--- config.mk ---
export PLATFORM = sky130hd
export DESIGN_NAME = commu_bert
export DESIGN_NICKNAME = d
export VERILOG_FILES = /design/src/rtl/commu_bert.sv
export SDC_FILE = /design/constraint.sdc
export NUM_CORES = 1
export LEC_CHECK = 0
export ABC_AREA = 1
export BUFFER_PORTS_ARGS = -buffer_cell sky130_fd_sc_hd__buf_2
export CORE_UTILIZATION = 63
export DETAILED_ROUTE_END_ITERATION = 6
export GPL_TIMING_DRIVEN = 0
export PLACE_DENSITY = 0.95
export SYNTH_ARGS = -nofsm -noshare
export SYNTH_HDL_FRONTEND = slang
export SYNTH_SLANG_ARGS = --single-unit
--- constraint.sdc ---
create_clock -name clk_sys -period 4.4 [get_ports clk_sys]
set_clock_uncertainty 0.1 [all_clocks]
set_input_delay 0 -clock clk_sys [delete_from_list [all_inputs] [get_ports clk_sys]]
set_output_delay 0 -clock clk_sys [all_outputs]
set_load 0.01 [all_outputs]
--- src/rtl/commu_bert.sv ---
// Byte-stream BERT: emits a fixed/incrementing/PRBS7 word stream on a valid/ready
// link and checks the looped-back stream against an identical local generator.
module commu_bert #(
  parameter int          DW        = 8,
  parameter int          CW        = 32,
  parameter int unsigned FIXED_PAT = 8'h55,
  parameter int          GAP_CYC   = 16,
  parameter int          DRAIN_CYC = 1000000
) (
  input  logic          clk_sys,
  input  logic          rst_n,
  input  logic          start,
  input  logic [CW-1:0] tx_total,
  input  logic [1:0]    tx_mode,
  output logic [DW-1:0] tx_data,
  output logic          tx_valid,
  input  logic          tx_ready,
  input  logic [DW-1:0] rx_data,
  input  logic          rx_valid,
  output logic [CW-1:0] rx_total,
  output logic [CW-1:0] err_total,
  output logic          now_send,
  output logic          done,
  output logic          pass
);

  localparam int GW = (GAP_CYC > 1) ? $clog2(GAP_CYC) : 1;
  localparam int TW = (DRAIN_CYC > 1) ? $clog2(DRAIN_CYC) : 1;
  localparam logic [DW-1:0] FIX_W      = DW'(FIXED_PAT);
  localparam logic [GW-1:0] GAP_LAST   = GW'((GAP_CYC > 0) ? GAP_CYC - 1 : 0);
  localparam logic [TW-1:0] DRAIN_LAST = TW'((DRAIN_CYC > 0) ? DRAIN_CYC - 1 : 0);

  typedef enum logic [2:0] {S_IDLE, S_SEND, S_GAP, S_DRAIN, S_DONE} state_t;

  // Mode 3 falls through to the fixed pattern.
  function automatic logic [DW-1:0] pat_seed(input logic [1:0] m);
    case (m)
      2'd1:    return '0;
      2'd2:    return DW'(7'h7F);
      default: return FIX_W;
    endcase
  endfunction

  function automatic logic [DW-1:0] pat_next(input logic [1:0] m, input logic [DW-1:0] w);
    case (m)
      2'd1:    return w + DW'(1);
      2'd2:    return DW'({w[5:0], w[6] ^ w[5]});
      default: return FIX_W;
    endcase
  endfunction

  function automatic logic [CW-1:0] sat_inc(input logic [CW-1:0] v);
    return (&v) ? v : v + CW'(1);
  endfunction

  state_t        state_q, state_d;
  logic [CW-1:0] total_q, total_d;
  logic [1:0]    mode_q, mode_d;
  logic [CW-1:0] sent_q, sent_d;
  logic [GW-1:0] gap_q, gap_d;
  logic [TW-1:0] timer_q, timer_d;
  logic [DW-1:0] gen_q, gen_d;
  logic [DW-1:0] chk_q, chk_d;
  logic [CW-1:0] rx_total_q, rx_total_d;
  logic [CW-1:0] err_q, err_d;
  logic          chk_act;

  always_ff @(posedge clk_sys or negedge rst_n) begin
    if (!rst_n) begin
      state_q    <= S_IDLE;
      total_q    <= '0;
      mode_q     <= '0;
      sent_q     <= '0;
      gap_q      <= '0;
      timer_q    <= '0;
      gen_q      <= FIX_W;
      chk_q      <= FIX_W;
      rx_total_q <= '0;
      err_q      <= '0;
    end else begin
      state_q    <= state_d;
      total_q    <= total_d;
      mode_q     <= mode_d;
      sent_q     <= sent_d;
      gap_q      <= gap_d;
      timer_q    <= timer_d;
      gen_q      <= gen_d;
      chk_q      <= chk_d;
      rx_total_q <= rx_total_d;
      err_q      <= err_d;
    end
  end

  always_comb begin
    state_d    = state_q;
    total_d    = total_q;
    mode_d     = mode_q;
    sent_d     = sent_q;
    gap_d      = gap_q;
    timer_d    = timer_q;
    gen_d      = gen_q;
    chk_d      = chk_q;
    rx_total_d = rx_total_q;
    err_d      = err_q;
    chk_act    = (state_q == S_SEND) || (state_q == S_GAP) || (state_q == S_DRAIN);

    // The checker word advances on every received word so one bad word is one error.
    if (chk_act && rx_valid) begin
      rx_total_d = sat_inc(rx_total_q);
      if (rx_data != chk_q) err_d = sat_inc(err_q);
      chk_d = pat_next(mode_q, chk_q);
    end

    case (state_q)
      S_IDLE, S_DONE: begin
        if (start) begin
          total_d    = tx_total;
          mode_d     = tx_mode;
          sent_d     = '0;
          gap_d      = '0;
          timer_d    = '0;
          rx_total_d = '0;
          err_d      = '0;
          gen_d      = pat_seed(tx_mode);
          chk_d      = pat_seed(tx_mode);
          state_d    = (tx_total == '0) ? S_DONE : S_SEND;
        end
      end
      S_SEND: begin
        if (tx_ready) begin
          gen_d  = pat_next(mode_q, gen_q);
          sent_d = sent_q + CW'(1);
          gap_d  = '0;
          if (sent_q + CW'(1) == total_q) state_d = S_DRAIN;
          else if (GAP_CYC != 0)          state_d = S_GAP;
        end
      end
      S_GAP: begin
        if (gap_q == GAP_LAST) state_d = S_SEND;
        else                   gap_d   = gap_q + GW'(1);
      end
      S_DRAIN: begin
        if ((rx_total_q == total_q) || (timer_q == DRAIN_LAST)) state_d = S_DONE;
        else                                                    timer_d = timer_q + TW'(1);
      end
      default: state_d = S_IDLE;
    endcase
  end

  // Data is gated so nothing stale shows on the link outside SEND.
  assign tx_valid  = (state_q == S_SEND);
  assign tx_data   = tx_valid ? gen_q : '0;
  assign now_send  = (state_q == S_SEND) || (state_q == S_GAP);
  assign done      = (state_q == S_DONE);
  assign pass      = done && (err_q == '0) && (rx_total_q == total_q);
  assign rx_total  = rx_total_q;
  assign err_total = err_q;

endmodule

After elaboration in Yosys (flattened, before gate mapping)
Index checks and enable logic that the tools add are counted.
{"block": "totals", "out_inout_bits": 76, "elab_cells": 94, "regBits": 173}
{"block": "op_classes", "eq_ne": 19, "n_mux": 36, "reduce_logical": 20, "bitwise": 2, "n_addsub": 7}
{"op": "two-way mux 32 bit", "n": 11}
{"op": "adder 32 x 1 -> 32 bit, second input constant", "n": 3}
{"op": "== test 32 bit", "n": 2}
{"op": "logical NOT 32 bit", "n": 2}
{"op": "one-hot mux 32 bit (2 select lines)", "n": 1}
{"op": "AND reduction 32 bit", "n": 2}
{"op": "two-way mux 8 bit", "n": 6}
{"op": "one-hot mux 8 bit (2 select lines)", "n": 3}
{"op": "two-way mux 20 bit", "n": 2}
{"op": "one-hot mux 20 bit (2 select lines)", "n": 1}
{"op": "adder 20 x 1 -> 20 bit, second input constant", "n": 1}
{"op": "== test 20 bit, second input constant", "n": 1}
{"op": "adder 8 x 1 -> 8 bit, second input constant", "n": 2}
{"op": "two-way mux 3 bit", "n": 5}
{"op": "one-hot mux 7 bit (2 select lines)", "n": 1}
{"op": "two-way mux 4 bit", "n": 3}
{"op": "one-hot mux 3 bit (4 select lines)", "n": 1}
{"op": "one-hot mux 4 bit (3 select lines)", "n": 1}
{"op": "inequality test 8 bit", "n": 1}
{"op": "AND reduction 4 bit", "n": 2}
{"op": "== test 3 x 2 -> 1 bit, second input constant", "n": 2}
{"op": "inequality test 2 x 1 -> 1 bit, second input constant", "n": 3}
{"op": "inequality test 2 bit, second input constant", "n": 3}
{"op": "AND reduction 3 bit", "n": 2}
{"op": "other kinds (15)", "n": 23}

Depth between registers and ports, before layout
{"block": "depth", "ltp_word": 7, "depth_mapped": 17, "depth_no_buf": 17}

Worst setup path after synthesis
Ideal clock, no wire load.
{"block": "synth_timing", "path_type": "register to register", "start": "reg err_q[0] (netlist: err_total[0])", "end": "reg err_q[16] (netlist: err_total[16])", "required_ns": 4.168, "path_stages_with_launch": 14, "path_slack_ns": 2.399, "period_less_slack_ns": 2.001, "setup_ns": 0.132, "arrival_time_ns": 1.769, "n_path_buf": 0, "path_cell_list": "dfrtp_1 > ha_1 > nand2_1 > inv_1 > nand2_2 > nor2_4 > nand2_2 > nor3_4 > nand3_2 > nand3_4 > nor2_2 > nand3_2 > xor2_1 > nor2_1"}
{"block": "synth_via", "elab_chain_cells": 6, "elab_cells_between_ends": 7, "cone_classes": "1 x add/sub; 5 x mux; 1 x reduce/logical"}
{"item": "start: declaration", "line_no": "65", "text": "logic [CW-1:0] err_q, err_d;"}
{"item": "start signal: assignment", "line_no": "90", "text": "err_q <= err_d;"}
{"item": "adder 32 x 1 -> 32 bit or AND reduction 32 bit (tied branches)", "line_no": "53", "text": "return (&v) ? v : v + CW'(1);"}
{"item": "two-way mux 32 bit (*)", "line_no": "53"}
{"item": "two-way mux 32 bit (*)", "line_no": "110", "text": "if (rx_data != chk_q) err_d = sat_inc(err_q);"}
{"item": "two-way mux 32 bit (*)", "line_no": "108", "text": "if (chk_act && rx_valid) begin"}
{"item": "two-way mux 32 bit", "line_no": "116", "text": "if (start) begin"}
{"item": "two-way mux 32 bit (*)", "line_no": "114", "text": "case (state_q)"}
{"item": "via err_d[16]", "line_no": "65"}
Mark *: on every way through the listed nets, which the timed path passes. The rest lies on a longest branch.
A chain may end at the register's enable or synchronous reset.

Final worst setup path
{"block": "layout_timing", "start": "reg state_q[0]", "end": "reg rx_total_q[1] (netlist: rx_total[1])"}
{"block": "layout_via", "elab_chain_cells": 7, "elab_cells_between_ends": 12, "cone_classes": "4 x eq/ne; 3 x mux; 5 x reduce/logical"}
{"item": "start: declaration", "line_no": "56", "text": "state_t state_q, state_d;"}
{"item": "start signal: assignment", "line_no": "81", "text": "state_q <= state_d;"}
{"item": "== test 3 x 1 -> 1 bit or == test 3 x 2 -> 1 bit (tied branches)", "line_no": "105", "text": "chk_act = (state_q == S_SEND) || (state_q == S_GAP) || (state_q == S_DRAIN);"}
{"item": "logical OR 1 bit (2 in series)", "line_no": "105"}
{"item": "logical AND 1 bit", "line_no": "108"}
{"item": "two-way mux 32 bit", "line_no": "108"}
{"item": "two-way mux 32 bit", "line_no": "116"}
{"item": "two-way mux 32 bit (*)", "line_no": "114"}
{"item": "via rx_total_d[1]", "line_no": "64", "text": "logic [CW-1:0] rx_total_q, rx_total_d;"}
{"item": "end signal: assignment", "line_no": "89", "text": "rx_total_q <= rx_total_d;"}
{"item": "end: declaration", "line_no": "64"}
Marked as above.

==> impl_metrics.json <==
{
  "status": "finished clean",
  "yosysMostFrequentCell": "nand2_1",
  "overflow": 0,
  "synth_edf_count": 0,
  "crit_chain": "nor2_4 > clkinv_2 > nor2_2 > inv_1 > clkbuf_1 > clkbuf_1 > o21ai_0 > nor2_1",
  "totalPowerFinal_mw": 6.83,
  "ys_warn_count": 0,
  "ys_types": 56,
  "dieArea_sq_um": 18700,
  "hold_path.class": "primary input to asynchronous set/reset pin",
  "critPathCaptureType": "flop",
  "grt_use_total_pct": 41.0,
  "start_util_pct": 65.4,
  "drv_slew": 0,
  "hpwlAfterDp_microns": 25900,
  "cts_sinks": 173,
  "wire_per_inst_microns": 18.2,
  "placed_area_sq_um": 12400,
  "hold_violations": 0,
  "placementRows": 48,
  "worstPathArrival_ns": 2.98,
  "cp_slowest_cell": "dfrtp_1",
  "syn_to_final_growth_pct": 17.3,
  "synth_area_leaders": "dfrtp_1 (36%), nand2_1 (15%), nor2_1 (6.4%)",
  "final_cells": 2040,
  "yosysTopAreaCell": "dfrtp_1",
  "p_per_area_nw_per_um2": 510,
  "final_util_pct": 76.7,
  "place.gp.congestion": 0.993,
  "p_leak_nw": 6.16,
  "drtIter0Drc": 1467,
  "setup-tns-final_ns": 0,
  "r2r_setup_slack_ns": 1.64,
  "numPortBuffers": 122,
  "yosys_register_bits": 173,
  "cts.path.max_buffers": 2,
  "timing.final.crit_share_pct": 62.8,
  "synth.avg_cell_area_sq_um": 7.05,
  "placed_cells": 1969,
  "synth_top_area_share_pct": 36.1,
  "slowest_delay_ns": 0.45,
  "timing.rr.end": "rx_total[1]",
  "fin_crit_ns": 2.76,
  "cap_violations": 0,
  "grt_pass1_vias": 12094,
  "clk_latency_ns": 0.45,
  "antenna_found_initial": 0,
  "worst_pin_slew_ns": 0.825,
  "clk_pin_slew_worst_paths_ns": 0.07,
  "timing.slew.headroom_pct": 45.0,
  "crit_type": "flop to flop",
  "setup_viol": 0,
  "cp_max_fo": 10,
  "dieWidth_microns": 137,
  "num_vias": 12665,
  "root_buffer": "clkbuf_16",
  "grt_pass1_wl_microns": 58800,
  "vias_per_cell": 6.21,
  "ant_nets": 0,
  "numCtsBuffers": 17,
  "fin_nets": 1860,
  "firstDrtPassIters": 6,
  "seq_area_frac_synth_pct": 38.0,
  "pin_count": 123,
  "synth_common_cells": "nand2_1 (444), nor2_1 (195), inv_1 (179), dfrtp_1 (165), nand3_1 (108)",
  "fmax_ghz": 0.362,
  "startpoint_type": "flop",
  "synthArstFlopShare_pct": 100,
  "required_ns": 4.62,
  "fin_area_sq_um": 13400,
  "htree_num_levels": 4,
  "path_common_cell": "clkbuf_1",
  "synth_nets": 1680,
  "drive_above_1_share_pct": 13.3,
  "cts_tree": "built",
  "synth_top_flop_cell": "dfrtp_1",
  "synth_cells": 1621,
  "syn_area_sq_um": 11400,
  "die_h_microns": 137,
  "wirelength_microns": 37200,
  "grt_max_degree": 126,
  "reg2reg_depth": 8,
  "ir_drop_mv": 0.347,
  "drc": 0,
  "r2r-start": "state_q[0]",
  "core_sq_um": 17500,
  "rsz0062_at_grt": "no"
}
-- cell usage in the layout (no fill, tap or decap), types with 17 or more instances in the layout --
master	n
xor2_1	30
nand3b_1	17
clkbuf_1	23
dlygate4sd3_1	37
a21oi_1	41
nor4_1	17
nor3_1	36
nand3_1	108
dfrtp_1	165
clkbuf_16	17
o21ai_0	105
nand4_1	43
xnor2_1	35
nand2_1	444
o22ai_1	30
buf_2	130
inv_1	179
nor2_1	195
-- where the power goes --
part	internal [mW]	switching [mW]
Clock	1.00	0.683
Combinational	0.897	1.78
Sequential	1.96	0.521
-- state kept, by name, indices dropped and copies added (netlist names) --
name,count
gen_q,8
chk_q,8
mode_q,2
rx_total,32
sent_q,32
gap_q,4
err_total,32
state_q,3
total_q,32
timer_q,20
-- worst max path at each step --
stage,from,to,cells past startpoint
finish,state_q[0],rx_total[1],8
global route,state_q[0],total_q[24],8
CTS,state_q[0],total_q[11],8
detailed placement,state_q[2],timer_q[8],9
global placement,rst_n,err_total[22],1
floorplan,err_total[0],err_total[16],13
-- routing by layer --
metal  share of wire [%]  track usage (%)  up-vias
met4                 7.2             27.3        0
met3                  11             10.2      241
met5                   0                0        -
met1                  36             49.6     5802
met2                  46             64.9      954
li1                    -                -     5668
-- what timing repair did --
action	in CTS	in global routing
endpoints found under the hold margin	221	0
hold buffers	38	0
setup buffers	0	0
resized for setup	0	0
-- through the flow --
stage,hold WS (ns),setup slack (ns)
after floorplan,-0.396,2.40
after global placement,0.129,0.503
after detailed placement,-0.172,1.86
after CTS,0.0275,1.83
after global routing,0.0666,1.53
final,0.0544,1.64
-- cell type report --
type / count / area, sq um
multi-input cells: 1223 / 6230
inverters: 191 / 722
clock buffers: 20 / 467
diodes: 1 / 2.50
plain buffers: 34 / 143
well taps: 225 / 282
flip-flops and latches: 173 / 4340
fillers: 1215 / 4070
repair buffers: 161 / 1050
clock inverters: 12 / 181
-- critical path, delay by kind of cell (launching register included) --
kind | cells | cell delay [ns]
DFF | 1 | 0.45
AOI/OAI and AO/OA | 1 | 0.22
and+or+nand+nor | 3 | 0.77
buffers and inverters | 4 | 1.08
-- logic make-up (layout without fill, tap and decap cells) --
family / count (synthesis) / count (layout) / synth area share (%)
buf+inv: 225 / 418 / 7.56
mux: 1 / 1 / 0.0876
xor+xnor: 67 / 67 / 5.39
compound gates: 220 / 220 / 10.9
flops: 173 / 173 / 38.0
fa+ha+maj: 12 / 12 / 1.31
other cells: 0 / 1 / 0
simple gates: 923 / 923 / 36.8
Power figures use the tool's default switching activity.
